<file path="src/rtl/switch_debouncer.sv">
// Eight-group DIP switch debouncer.
// Each 8-bit raw group is synchronised through three register stages. A
// per-group counter measures how long the synchronised value has been steady
// while differing from the accepted value; once it has been steady for
// DEBOUNCE_CYCLES consecutive edges the whole byte is accepted at once and a
// one-cycle change pulse is raised for that group.
module switch_debouncer #(
  parameter int DEBOUNCE_CYCLES = 1000000,
  parameter int CNT_WIDTH       = 20
) (
  input  logic       clk,
  input  logic       rst,
  input  logic [7:0] raw_switch0,
  input  logic [7:0] raw_switch1,
  input  logic [7:0] raw_switch2,
  input  logic [7:0] raw_switch3,
  input  logic [7:0] raw_switch4,
  input  logic [7:0] raw_switch5,
  input  logic [7:0] raw_switch6,
  input  logic [7:0] raw_switch7,
  output logic [7:0] stable_switch0,
  output logic [7:0] stable_switch1,
  output logic [7:0] stable_switch2,
  output logic [7:0] stable_switch3,
  output logic [7:0] stable_switch4,
  output logic [7:0] stable_switch5,
  output logic [7:0] stable_switch6,
  output logic [7:0] stable_switch7,
  output logic [7:0] change_mask,
  output logic       any_change
);

  // Final count value: reaching it while still steady means "accept now".
  localparam logic [CNT_WIDTH-1:0] CNT_LAST = CNT_WIDTH'(DEBOUNCE_CYCLES - 1);

  // Switches are active-low, so the idle / reset value is all-open.
  localparam logic [7:0] ALL_OPEN = 8'hFF;

  logic [7:0]           raw    [8];
  logic [7:0]           sync1  [8];
  logic [7:0]           sync2  [8];
  logic [7:0]           sync3  [8];
  logic [7:0]           stable [8];
  logic [CNT_WIDTH-1:0] cnt    [8];

  // Per-group decode of this edge's action.
  logic [7:0] restart;
  logic [7:0] accept;

  assign raw[0] = raw_switch0;
  assign raw[1] = raw_switch1;
  assign raw[2] = raw_switch2;
  assign raw[3] = raw_switch3;
  assign raw[4] = raw_switch4;
  assign raw[5] = raw_switch5;
  assign raw[6] = raw_switch6;
  assign raw[7] = raw_switch7;

  // Outputs come straight from the accepted-value registers.
  assign stable_switch0 = stable[0];
  assign stable_switch1 = stable[1];
  assign stable_switch2 = stable[2];
  assign stable_switch3 = stable[3];
  assign stable_switch4 = stable[4];
  assign stable_switch5 = stable[5];
  assign stable_switch6 = stable[6];
  assign stable_switch7 = stable[7];

  // Decide per group: restart the window, keep counting, or accept.
  always_comb begin
    restart = '0;
    accept  = '0;
    for (int g = 0; g < 8; g++) begin
      // Nothing new to debounce, or the candidate moved: start over.
      restart[g] = (sync2[g] == stable[g]) || (sync2[g] != sync3[g]);
      // Steady for the full window: the counter sits at its last value.
      accept[g]  = !restart[g] && !(cnt[g] < CNT_LAST);
    end
  end

  // Synchronisers, per-group counters, accepted values and change pulses.
  always_ff @(posedge clk) begin
    if (rst) begin
      for (int g = 0; g < 8; g++) begin
        sync1[g]  <= ALL_OPEN;
        sync2[g]  <= ALL_OPEN;
        sync3[g]  <= ALL_OPEN;
        stable[g] <= ALL_OPEN;
        cnt[g]    <= '0;
      end
      change_mask <= '0;
      any_change  <= 1'b0;
    end else begin
      for (int g = 0; g < 8; g++) begin
        sync1[g] <= raw[g];
        sync2[g] <= sync1[g];
        sync3[g] <= sync2[g];
        if (restart[g]) begin
          cnt[g] <= '0;
        end else if (accept[g]) begin
          // Whole byte taken at once, so multi-bit changes stay atomic.
          stable[g] <= sync2[g];
          cnt[g]    <= '0;
        end else begin
          cnt[g] <= cnt[g] + CNT_WIDTH'(1);
        end
      end
      change_mask <= accept;
      any_change  <= |accept;
    end
  end

endmodule

</file>
<file path="config.mk">
export PLATFORM = sky130hd
export DESIGN_NAME = switch_debouncer
export DESIGN_NICKNAME = d
export VERILOG_FILES = /design/src/rtl/switch_debouncer.sv
export SDC_FILE = /design/constraint.sdc
export NUM_CORES = 1
export LEC_CHECK = 0
export BUFFER_PORTS_ARGS = -buffer_cell sky130_fd_sc_hd__clkbuf_2
export CAP_MARGIN = 20
export CORE_UTILIZATION = 45
export DETAILED_ROUTE_END_ITERATION = 8
export HOLD_SLACK_MARGIN = 0.03
export PLACE_DENSITY = 0.72
export SLEW_MARGIN = 0
export SYNTH_ARGS = -nofsm -noshare
export SYNTH_HDL_FRONTEND = slang
export SYNTH_SLANG_ARGS = --single-unit
</file>
<file path="constraint.sdc">
create_clock -name clk -period 2.4 [get_ports clk]
set_input_delay 0.12 -clock clk [delete_from_list [all_inputs] [get_ports clk]]
set_output_delay 0.12 -clock clk [all_outputs]
set_load 0.02 [all_outputs]
</file>
After elaboration in Yosys (flattened, before gate mapping)
Memory sizes are Yosys's and may differ from the RTL's.
Cells that the tools add are included.
{"block": "op_classes", "addsub": 8, "n_mul": 0, "n_div": 0, "order_cmp": 8, "eq_ne": 16, "n_shift": 0, "mux": 147, "bitwise_logic": 56, "reduce_logical": 33}
{"cell": "$mux W20", "count": 24}
{"cell": "$mux W8", "count": 32}
{"cell": "$add A20 B1 Y20 const B", "count": 8}
{"cell": "$lt A20 B20 Y1 const B", "count": 8}
{"cell": "$mux W1", "count": 91}
{"cell": "$eq A8 B8 Y1", "count": 8}
{"cell": "$ne A8 B8 Y1", "count": 8}
{"cell": "$or A1 B1 Y1", "count": 56}
{"cell": "$logic_not A1 Y1", "count": 16}
{"cell": "$logic_and A1 B1 Y1", "count": 8}
{"cell": "$logic_or A1 B1 Y1", "count": 8}
{"cell": "$reduce_or A8 Y1", "count": 1}
{"block": "totals", "ff_bits": 9, "latchBits": 0, "ramBits": 416, "romBits": 0, "inputBits": 66, "out_inout_bits": 73, "elab_cells": 275, "memories": 5}
{"memory": "cnt", "depth": 8, "word_bits": 20, "rd": 8, "rd_ports_with_merged_regs": 0, "wr": 8, "line_no": "44", "rtl": "logic [CNT_WIDTH-1:0] cnt [8];"}
{"memory": "stable", "depth": 8, "word_bits": 8, "rd": 8, "rd_ports_with_merged_regs": 0, "wr": 8, "line_no": "43", "rtl": "logic [7:0] stable [8];"}
{"memory": "sync1", "depth": 8, "word_bits": 8, "rd": 8, "rd_ports_with_merged_regs": 0, "wr": 8, "line_no": "40", "rtl": "logic [7:0] sync1 [8];"}
{"memory": "sync2", "depth": 8, "word_bits": 8, "rd": 8, "rd_ports_with_merged_regs": 0, "wr": 8, "line_no": "41", "rtl": "logic [7:0] sync2 [8];"}
{"memory": "sync3", "depth": 8, "word_bits": 8, "rd": 8, "rd_ports_with_merged_regs": 0, "wr": 8, "line_no": "42", "rtl": "logic [7:0] sync3 [8];"}

Logic depth before layout (Yosys ltp)
Gate-level depths: netlist of run 1.
{"block": "logic_depth", "ltp_word": 10, "mapped_depth": 8, "mapped_depth_nobuf": 6}

Worst setup path after synthesis of run 1
OpenSTA, ideal clock, no wires.
{"block": "synth_path", "path_type": "register to register", "startpoint": "mem cnt[0][0]", "endpoint": "mem stable[0][0] (enable)", "setup_time_ps": 387, "arrival_time_ps": 2041, "required_time_ps": 2013, "path_slack_ps": -28, "path_stages_with_launch": 6, "path_buffers": 0, "synth_period_minus_slack_ps": 2428, "cell_sequence": "edfxtp_1 -> ha_1 -> and4_1 -> a2111oi_1 -> o41a_1 -> o31ai_1"}
{"item": "start: declaration", "line_no": "44"}
{"item": "end: declaration", "line_no": "43"}

==> run summary, run 1 <==
Final setup viols: 0
Die height: 200 um
Slowest-stage cell, CP: o31ai_4
Hold slack: 0.0526 ns
Antenna violations before repair: 0
Period minus WS final: 2.28 ns
Static Leakage: 0.00804 uW
CP Cell Sequence: ha_1 -> and4_1 -> a2111oi_4 -> o41a_1 -> o31ai_4
Maxcap violations: 0
First-pass GRT wire length: 54.1 mm
Hold Path Class: in -> reg
Drt via density: 4.65
N_diodes: 0
Final HPWL DP: 23.2 mm
TritonCTS Sinks: 425
Hold wc startpoint: rst
Routability cong.: 0.804
Dpl ws: -0.0670 ns
DR vias: 11600
PortBufs: 138
Largest net degree at the start of global routing: 92
Synth Cell Area: 17600 um2
#FFs+latches synth: 425
Yosys warns: 0
Post-synthesis sequential area ratio: 61.0%
P_sw: 3530 uW
Gr usage total: 16.9%
Logic pwr share: 5.5%
DR pass1 iterations: 5
Drt first-iter violations: 536
Fmax: 438 MHz
H-tree depth: 2
Clock share of power: 44.1%
Worst Setup SP: cnt[0][0]
Crit path largest cell delay: 0.52 ns
Synthesis-to-layout area growth: 24.8%
Clock-pin slew on the worst setup and hold paths: 0.06 ns
Num ports: 139
Crit Path Class: reg -> reg
Post-synth EDFFs: 224
CTS tree: done
Setup Skew: 0.0271 ns
Syn_area_per_cell: 11.6 um2
Total design power: 16200 uW
Internal power: 12700 uW
Sw Ratio: 21.8%
Flop pwr share: 50.4%
Slew @ Worst Pin: 0.680 ns
Rel. slew slack: 54.4%
Primary FF master, synth: edfxtp_1
Ratio of cells with drive above 1 in the final layout: 25.6%
Worst-Skew Late Latency: 0.58 ns
Status: complete, no violations
Reg2reg start: cnt[0][0]
Power density over the cells: 738 nW/um2
CTS Buf Count: 45
Non-filler instance count after layout: 2490
Worst setup EP type: register
Remaining antenna violation count: 0
Number of global-route vias before repair: 11400
Remaining DRCs: 0
Fin nets: 2009
Core area: 38600 um2
Hold path cells: 2
Placed cells: 2341
Setup ws final: 0.116 ns
Pins Over Slew Limit: 0
RSZ-0062 raised after global routing: no
# rows: 72
Total Routed Length: 33.5 mm
CP arrival: 2.48 ns
Yosys cell types: 53
Maximum vdd drop: 0.526 mV
Initial Utilization: 45.6%
Die area: 40000 um2
Final worst-path cycle share: 95.2%
Gr ovfl total: 0
Wire per inst: 13.5 um
Worst Path Max Fanout: 8
Number of fill cells: 3242
Final TNS setup: 0 ns
R2R depth: 5
CP Launch Type: register
FFs w/ async S/R, synth: 0%
Fin. Hold Viols: 0
Root Buffer: clkbuf_16
CTS Buffer Depth: 3
CP required: 2.59 ns
Cells after Synth: 1525
Die W: 200 um
## area by class of cell
cell class | count | area [um2] | share of cell area (%)
Timing Repair Buffer | 246 | 1680 | 7.63
Clock inverter | 22 | 243 | 1.10
Tap cell | 518 | 648 | 2.95
Clock buffer | 62 | 1320 | 6.01
Sequential cell | 425 | 10800 | 48.9
Multi-Input combinational cell | 1189 | 7240 | 32.9
Inverter | 28 | 105 | 0.478
## power groups by stage
stage	sequential [uW]	clock (uW)	combinational (uW)
2_1_floorplan	8270	0	571
5_1_grt	8210	7600	1000
3_3_place_gp	8310	0	779
4_1_cts	8170	7320	890
6_report	8170	7160	894
3_5_place_dp	8320	0	797
## cell usage after synthesis, types with 28 or more instances
| cell | count | area, um2 |
|---|---|---|
| xor2_1 | 139 | 1220 |
| nand2_1 | 62 | 233 |
| nor4_1 | 28 | 175 |
| xnor2_1 | 124 | 1090 |
| nand4_1 | 42 | 263 |
| or2_2 | 234 | 1460 |
| inv_1 | 28 | 105 |
| nor2_1 | 184 | 691 |
| clkbuf_1 | 37 | 139 |
| edfxtp_1 | 224 | 6730 |
| nand3_1 | 52 | 260 |
| dfxtp_1 | 201 | 4020 |
## logic make-up (layout without fill, tap and decap cells)
| family | after synthesis | count (layout) | synth area share, % |
|---|---|---|---|
| and+or+nand+nor | 699 | 699 | 21.3 |
| other | 1 | 160 | 0.0213 |
| xor gates and xnor gates | 263 | 263 | 13.1 |
| DFF | 425 | 425 | 61.0 |
| buffers and inverters | 70 | 358 | 1.56 |
| AOI/OAI and AO/OA | 59 | 59 | 2.48 |
| adders and majority gates | 8 | 8 | 0.568 |
## metrics by stage
| step | instance area, um2 | utilization, % |
|---|---|---|
| 6_report | 22000 | 56.9 |
| 5_1_grt | 22000 | 56.9 |
| 4_1_cts | 22000 | 56.8 |
| 3_5_place_dp | 19700 | 51.1 |
| 3_3_place_gp | 19700 | 51.1 |
| 2_1_floorplan | 18200 | - |
## layer usage
layer | part of all wire, % | global-route usage (%) | up-vias
met3 | 4.3 | 3.58 | 55
met5 | 0 | 0 | -
li1 | - | - | 5885
met4 | 2.2 | 5.15 | 0
met2 | 48 | 28.4 | 202
met1 | 46 | 21.9 | 5445
## final timing paths
path | end | slack (ns)
max reg2reg | stable[0][5] | 0.12
max | stable[0][5] | 0.12
min reg2reg | sync2[0][25] | 0.40
min | sync1[0][48] | 0.05
## what timing repair did
| item | 4_1_cts | 5_1_grt |
|---|---|---|
| setup endpoints to repair | 28 | 64 |
| gates resized for setup | 2 | 6 |
| hold buffers | 64 | 0 |
| buffers inserted | 0 | 1 |
| endpoints found under the hold margin | 64 | 0 |
## flip-flops by register name, indices dropped and copies added, names as in the netlist
register     cells
cnt            160
sync2           64
change_mask      8
stable          64
any_change       1
sync3           64
sync1           64
## placed cells by master, fill, tap and decap left out, types with 11 or more instances in the layout
cell type      count
nand2b_1          11
nor2_1           184
buf_4             44
nor3_1            24
clkbuf_16         47
and4_1            14
and3_1            18
inv_1             28
or2_2            234
dfxtp_1          201
nand4_1           42
edfxtp_1         224
nand2_1           62
nor4_1            28
dlygate4sd3_1     64
clkinv_2          12
nand3_1           52
xnor2_1          124
conb_1           160
xor2_1           139
clkbuf_2         137
## critical path: cells and delay by family, from the launching register on
kind	cells	cell delay (ns)
fa+ha+maj	1	0.19
compound gates	3	1.07
flops	1	0.35
simple gates	1	0.31
No activity file was read; power rests on OpenSTA's default activity.
==> run 2, diff against run 1 <==
--- a/config.mk
+++ b/config.mk
@@ -10,7 +10,7 @@
 export CORE_UTILIZATION = 45
 export DETAILED_ROUTE_END_ITERATION = 8
 export HOLD_SLACK_MARGIN = 0.03
-export PLACE_DENSITY = 0.72
+export PLACE_DENSITY = 0.7
 export SLEW_MARGIN = 0
 export SYNTH_ARGS = -nofsm -noshare
 export SYNTH_HDL_FRONTEND = slang
==> constraint.sdc (replaced) <==
create_clock -name clk -period 2.6 [get_ports clk]
set_input_delay 0.13 -clock clk [delete_from_list [all_inputs] [get_ports clk]]
set_output_delay 0.13 -clock clk [all_outputs]
set_load 0.02 [all_outputs]
==> run 2 against run 1 <==
  * Power decreased by 8.0%
  * Core utilization decreased by 0.47 points
  * Clock skew decreased by 0.015 ns
  * First-iteration DRC count increased by 4.3%
  * Critical path depth increased by 1
  * Non-clock buffer count decreased by 16
  * Worst hold slack improved by 0.23 ns
  * Sequential cell count unchanged
  * Design area decreased by 0.83%
  * Clock power decreased by 8.0%
  * Routed wire length decreased by 1.3%
==> run summary, run 2 (synthesized netlist as in run 1, its figures left out) <==
PortBufs: 138
Routability cong.: 0.793
Ratio of cells with drive above 1 in the final layout: 24.3%
First-pass GRT wire length: 54.4 mm
Hold slack: 0.285 ns
Largest register by flop count: cnt
Setup Skew: 0.0120 ns
Core area: 38600 um2
H-tree depth: 2
Number of global-route vias before repair: 11300
Total Routed Length: 33.1 mm
Drt first-iter violations: 559
DR pass1 iterations: 4
Period minus WS final: 2.43 ns
Remaining DRCs: 0
CTS Buf Count: 45
CTS Buffer Depth: 3
Commonest non-fill, non-tap cell in the layout: or2_2
Post-CTS Setup Inserts: 0
Final TNS setup: 0 ns
Antenna violations before repair: 0
Clock-pin slew on the worst setup and hold paths: 0.06 ns
Fin. Hold Viols: 0
Initial Utilization: 45.6%
Commonest non-fill, non-tap cells in the layout: or2_2, edfxtp_1, dfxtp_1
Status: complete, no violations
Crit Path Class: reg -> reg
Die height: 200 um
Final worst-path cycle share: 93.5%
Die W: 200 um
Slew @ Worst Pin: 0.761 ns
Worst-Skew Late Latency: 0.56 ns
Gr ovfl total: 0
Worst Path Max Fanout: 4
Root Buffer: clkbuf_16
Static Leakage: 0.00793 uW
Largest net degree at the start of global routing: 60
CP Launch Type: register
Maxcap violations: 0
Power density over the cells: 685 nW/um2
N_diodes: 0
Fin nets: 1993
Largest register FFs: 160
DR vias: 11500
Gr usage total: 17.0%
Wire per inst: 13.4 um
Die area: 40000 um2
CTS tree: done
Rel. slew slack: 49.0%
RSZ-0062 raised after global routing: no
Final HPWL DP: 22.5 mm
Maximum vdd drop: 0.481 mV
Drt via density: 4.63
CP arrival: 2.84 ns
Num ports: 139
Remaining antenna violation count: 0
Worst setup EP type: register
Pins Over Slew Limit: 0
TritonCTS Sinks: 425
# rows: 72
CP required: 3.01 ns
Fmax: 411 MHz
Synthesis-to-layout area growth: 23.7%
Final setup viols: 0
Hold Path Class: in -> reg
==> run 2: cell count changes in the layout (fill, tap and decap cells not counted), moves of 2 or more <==
cell       delta
a2111oi_0     +3
a2111oi_1     -2
buf_4        -16
clkbuf_1      +5
clkinv_1      +4
clkinv_2      -8
clkinv_4      -2
clkinv_8      -2
==> run 2: layer usage <==
metal	wire, um	track usage (%)	vias to the layer above
li1	-	-	5855
met1	15400	22.5	5339
met2	15000	27.6	209
met3	1610	3.61	62
met4	1020	6.11	0
met5	0	0	-
==> run 2: worst max-delay path, cell delays in order, from the launching register on <==
cell and delay, ns:
edfxtp_1 0.43, ha_1 0.25, and3_1 0.23, a2111oi_0 0.42, o22ai_1 0.30, a22oi_1 0.49, a41oi_1 0.17
==> run 2: metrics by stage <==
stage          cell area [um2]  total power, uW  util (%)  std cells  worst slack (ns)
3_3_place_gp             19600             8380      50.7       2325             0.119
3_5_place_dp             19600             8400      50.7       2325             0.112
6_report                 21800            14900      56.4       2474             0.168
4_1_cts                  21800            15100      56.4       2474             0.101
5_1_grt                  21800            15500      56.4       2474            0.0251
2_1_floorplan            18200             8160         -       1684             0.172
==> run 2: what timing repair did <==
item	4_1_cts	5_1_grt
resized for setup	0	1
endpoints found under the hold margin	65	0
hold buffers	65	0
setup endpoints to repair	0	11
==> run 2: path summary, 6_finish.rpt <==
path	start	slack, ns	to	cells after the start
hold / removal	raw_switch6[3]	0.29	sync1[0][51]	3
setup / recovery	cnt[0][20]	0.17	any_change	6
hold reg to reg	sync1[0][21]	0.40	sync2[0][21]	1
setup reg to reg	cnt[0][20]	0.17	any_change	6
==> run 2: area by class of cell <==
type / instances / area, um2
clock buffer: 69 / 1380
clock inverter: 15 / 174
fill: 3240 / 16800
inverter: 28 / 105
multi-input combinational: 1189 / 7200
sequential: 425 / 10800
tap: 518 / 648
timing repair buffer: 230 / 1550
==> run 2: report_power, final <==
group	internal [uW]	switching (uW)
Clock	4050	2540
Sequential	7330	219
Combinational	400	400
Total	11800	3160
==> run 3, diff against run 2 <==
--- a/config.mk
+++ b/config.mk
@@ -11,6 +11,7 @@
 export DETAILED_ROUTE_END_ITERATION = 8
 export HOLD_SLACK_MARGIN = 0.03
 export PLACE_DENSITY = 0.7
+export RECOVER_POWER = 25
 export SLEW_MARGIN = 0
 export SYNTH_ARGS = -nofsm -noshare
 export SYNTH_HDL_FRONTEND = slang
==> run 3 against run 2 <==
  * Clock power is essentially flat
  * Via count increased by 0.11%
  * Non-clock buffer count unchanged
  * Critical path type unchanged
  * Register-to-register slack about the same
  * First-iteration DRC count increased by 4.1%
  * Core utilization fell by 0.068 points
  * Highest routed layer unchanged
  * Sequential share of layout area up 0.060 points
  * Global-route usage is the same
  * Count of clock-buffer cells in the layout did not move
==> run summary, run 3 (synthesized netlist as in run 1, its figures left out) <==
Remaining antenna violation count: 0
Hold Path Class: in -> reg
CP required: 3.02 ns
Synthesis-to-layout area growth: 23.6%
R2R depth: 5
CTS Buf Count: 45
Crit Path Class: reg -> reg
Dpl ws: 0.112 ns
CP Cell Sequence: or4_4 -> nor2_1 -> a211oi_1 -> or3b_1 -> o21ba_2
Slew @ Worst Pin: 1.41 ns
Ratio of cells with drive above 1 in the final layout: 23.6%
Setup Skew: 0.0119 ns
Number of global-route vias before repair: 11300
TritonCTS Sinks: 425
Worst setup EP type: register
Fin. Hold Viols: 0
Routability cong.: 0.793
Initial Utilization: 45.6%
Root Buffer: clkbuf_16
Final TNS setup: 0 ns
Gr ovfl total: 0
Maximum vdd drop: 0.481 mV
CTS tree: done
Die W: 200 um
CP Launch Type: register
Largest register by flop count: cnt
Power density over the cells: 686 nW/um2
Period minus WS final: 2.42 ns
Worst-Skew Late Latency: 0.56 ns
Remaining DRCs: 0
Clock-pin slew on the worst setup and hold paths: 0.06 ns
Wire per inst: 13.4 um
H-tree depth: 2
Static Leakage: 0.00788 uW
CP arrival: 2.84 ns
Final worst-path cycle share: 93.1%
Slowest-stage cell, CP: or3b_1
Fin util: 56.4%
Rel. slew slack: 6.10%
Drt first-iter violations: 582
CTS Buffer Depth: 3
Status: complete, no violations
Final setup viols: 0
Hold path cells: 3
# rows: 72
Setup ws final: 0.180 ns
Largest net degree at the start of global routing: 60
Antenna violations before repair: 0
Total Routed Length: 33.1 mm
Num ports: 139
Fin nets: 1993
DR vias: 11500
Pins Over Slew Limit: 0
Crit path largest cell delay: 0.66 ns
Largest register FFs: 160
Commonest non-fill, non-tap cell in the layout: or2_2
DR pass1 iterations: 4
PortBufs: 138
Worst Path Max Fanout: 20
Die area: 40000 um2
Maxcap violations: 0
Commonest non-fill, non-tap cells in the layout: or2_2, edfxtp_1, dfxtp_1
Fmax: 413 MHz
Gr usage total: 17.0%
Die height: 200 um
Drt via density: 4.64
N_diodes: 0
First-pass GRT wire length: 54.4 mm
Core area: 38600 um2
RSZ-0062 raised after global routing: no
Final HPWL DP: 22.5 mm
## run 3: timing repair
| action | 4_1_cts | 5_1_grt |
|---|---|---|
| buffers inserted | 0 | 0 |
| hold buffers | 65 | 0 |
| endpoints found under the setup margin | 0 | 11 |
| resized for setup | 0 | 1 |
| hold endpoints to repair | 65 | 0 |
## run 3: final timing paths
kind                                     start            to  slack [ns]
worst max-delay path               cnt[0][152]   cnt[0][159]        0.18
worst min-delay path            raw_switch6[3]  sync1[0][51]        0.29
worst max register to register     cnt[0][152]   cnt[0][159]        0.18
worst min register to register    sync1[0][21]  sync2[0][21]        0.40
## run 3: per-stage QoR
| step | instance area (um2) | cells | power [uW] | hold WS [ns] |
|---|---|---|---|---|
| floorplan | 18200 | 1684 | 8160 | 0.234 |
| global placement | 19600 | 2325 | 8380 | 0.312 |
| detailed placement | 19600 | 2325 | 8400 | 0.314 |
| CTS | 21800 | 2474 | 15100 | 0.244 |
| global route | 21800 | 2474 | 15500 | 0.279 |
| finish | 21800 | 2474 | 14900 | 0.285 |
## run 3: area by class of cell
class                   count  area, um2
inverters                  28        105
multi-input cells        1189       7200
fillers                  3254      16900
clock inverters            15        174
flip-flops and latches    425      10800
clock buffers              69       1380
repair buffers            230       1520
well taps                 518        648
## run 3: power by group
| part | switching [uW] | internal (uW) |
|---|---|---|
| clock network | 2540 | 4050 |
| logic | 399 | 398 |
| registers | 219 | 7330 |
| total | 3160 | 11800 |
## run 3: metal layers
| layer | vias to the layer above | share of wire (%) | routed length [um] | global-route usage [%] |
|---|---|---|---|---|
| li1 | 5857 | - | - | - |
| met1 | 5348 | 47 | 15400 | 22.5 |
| met2 | 212 | 46 | 15000 | 27.6 |
| met3 | 61 | 4.8 | 1590 | 3.61 |
| met4 | 0 | 3.0 | 993 | 6.11 |
| met5 | - | 0 | 0 | 0 |
## run 3: worst max-delay path, delay by kind of cell (launching register included)
kind	cells	cell delay, ns
simple gates	3	1.35
compound gates	2	0.46
flops	1	0.48
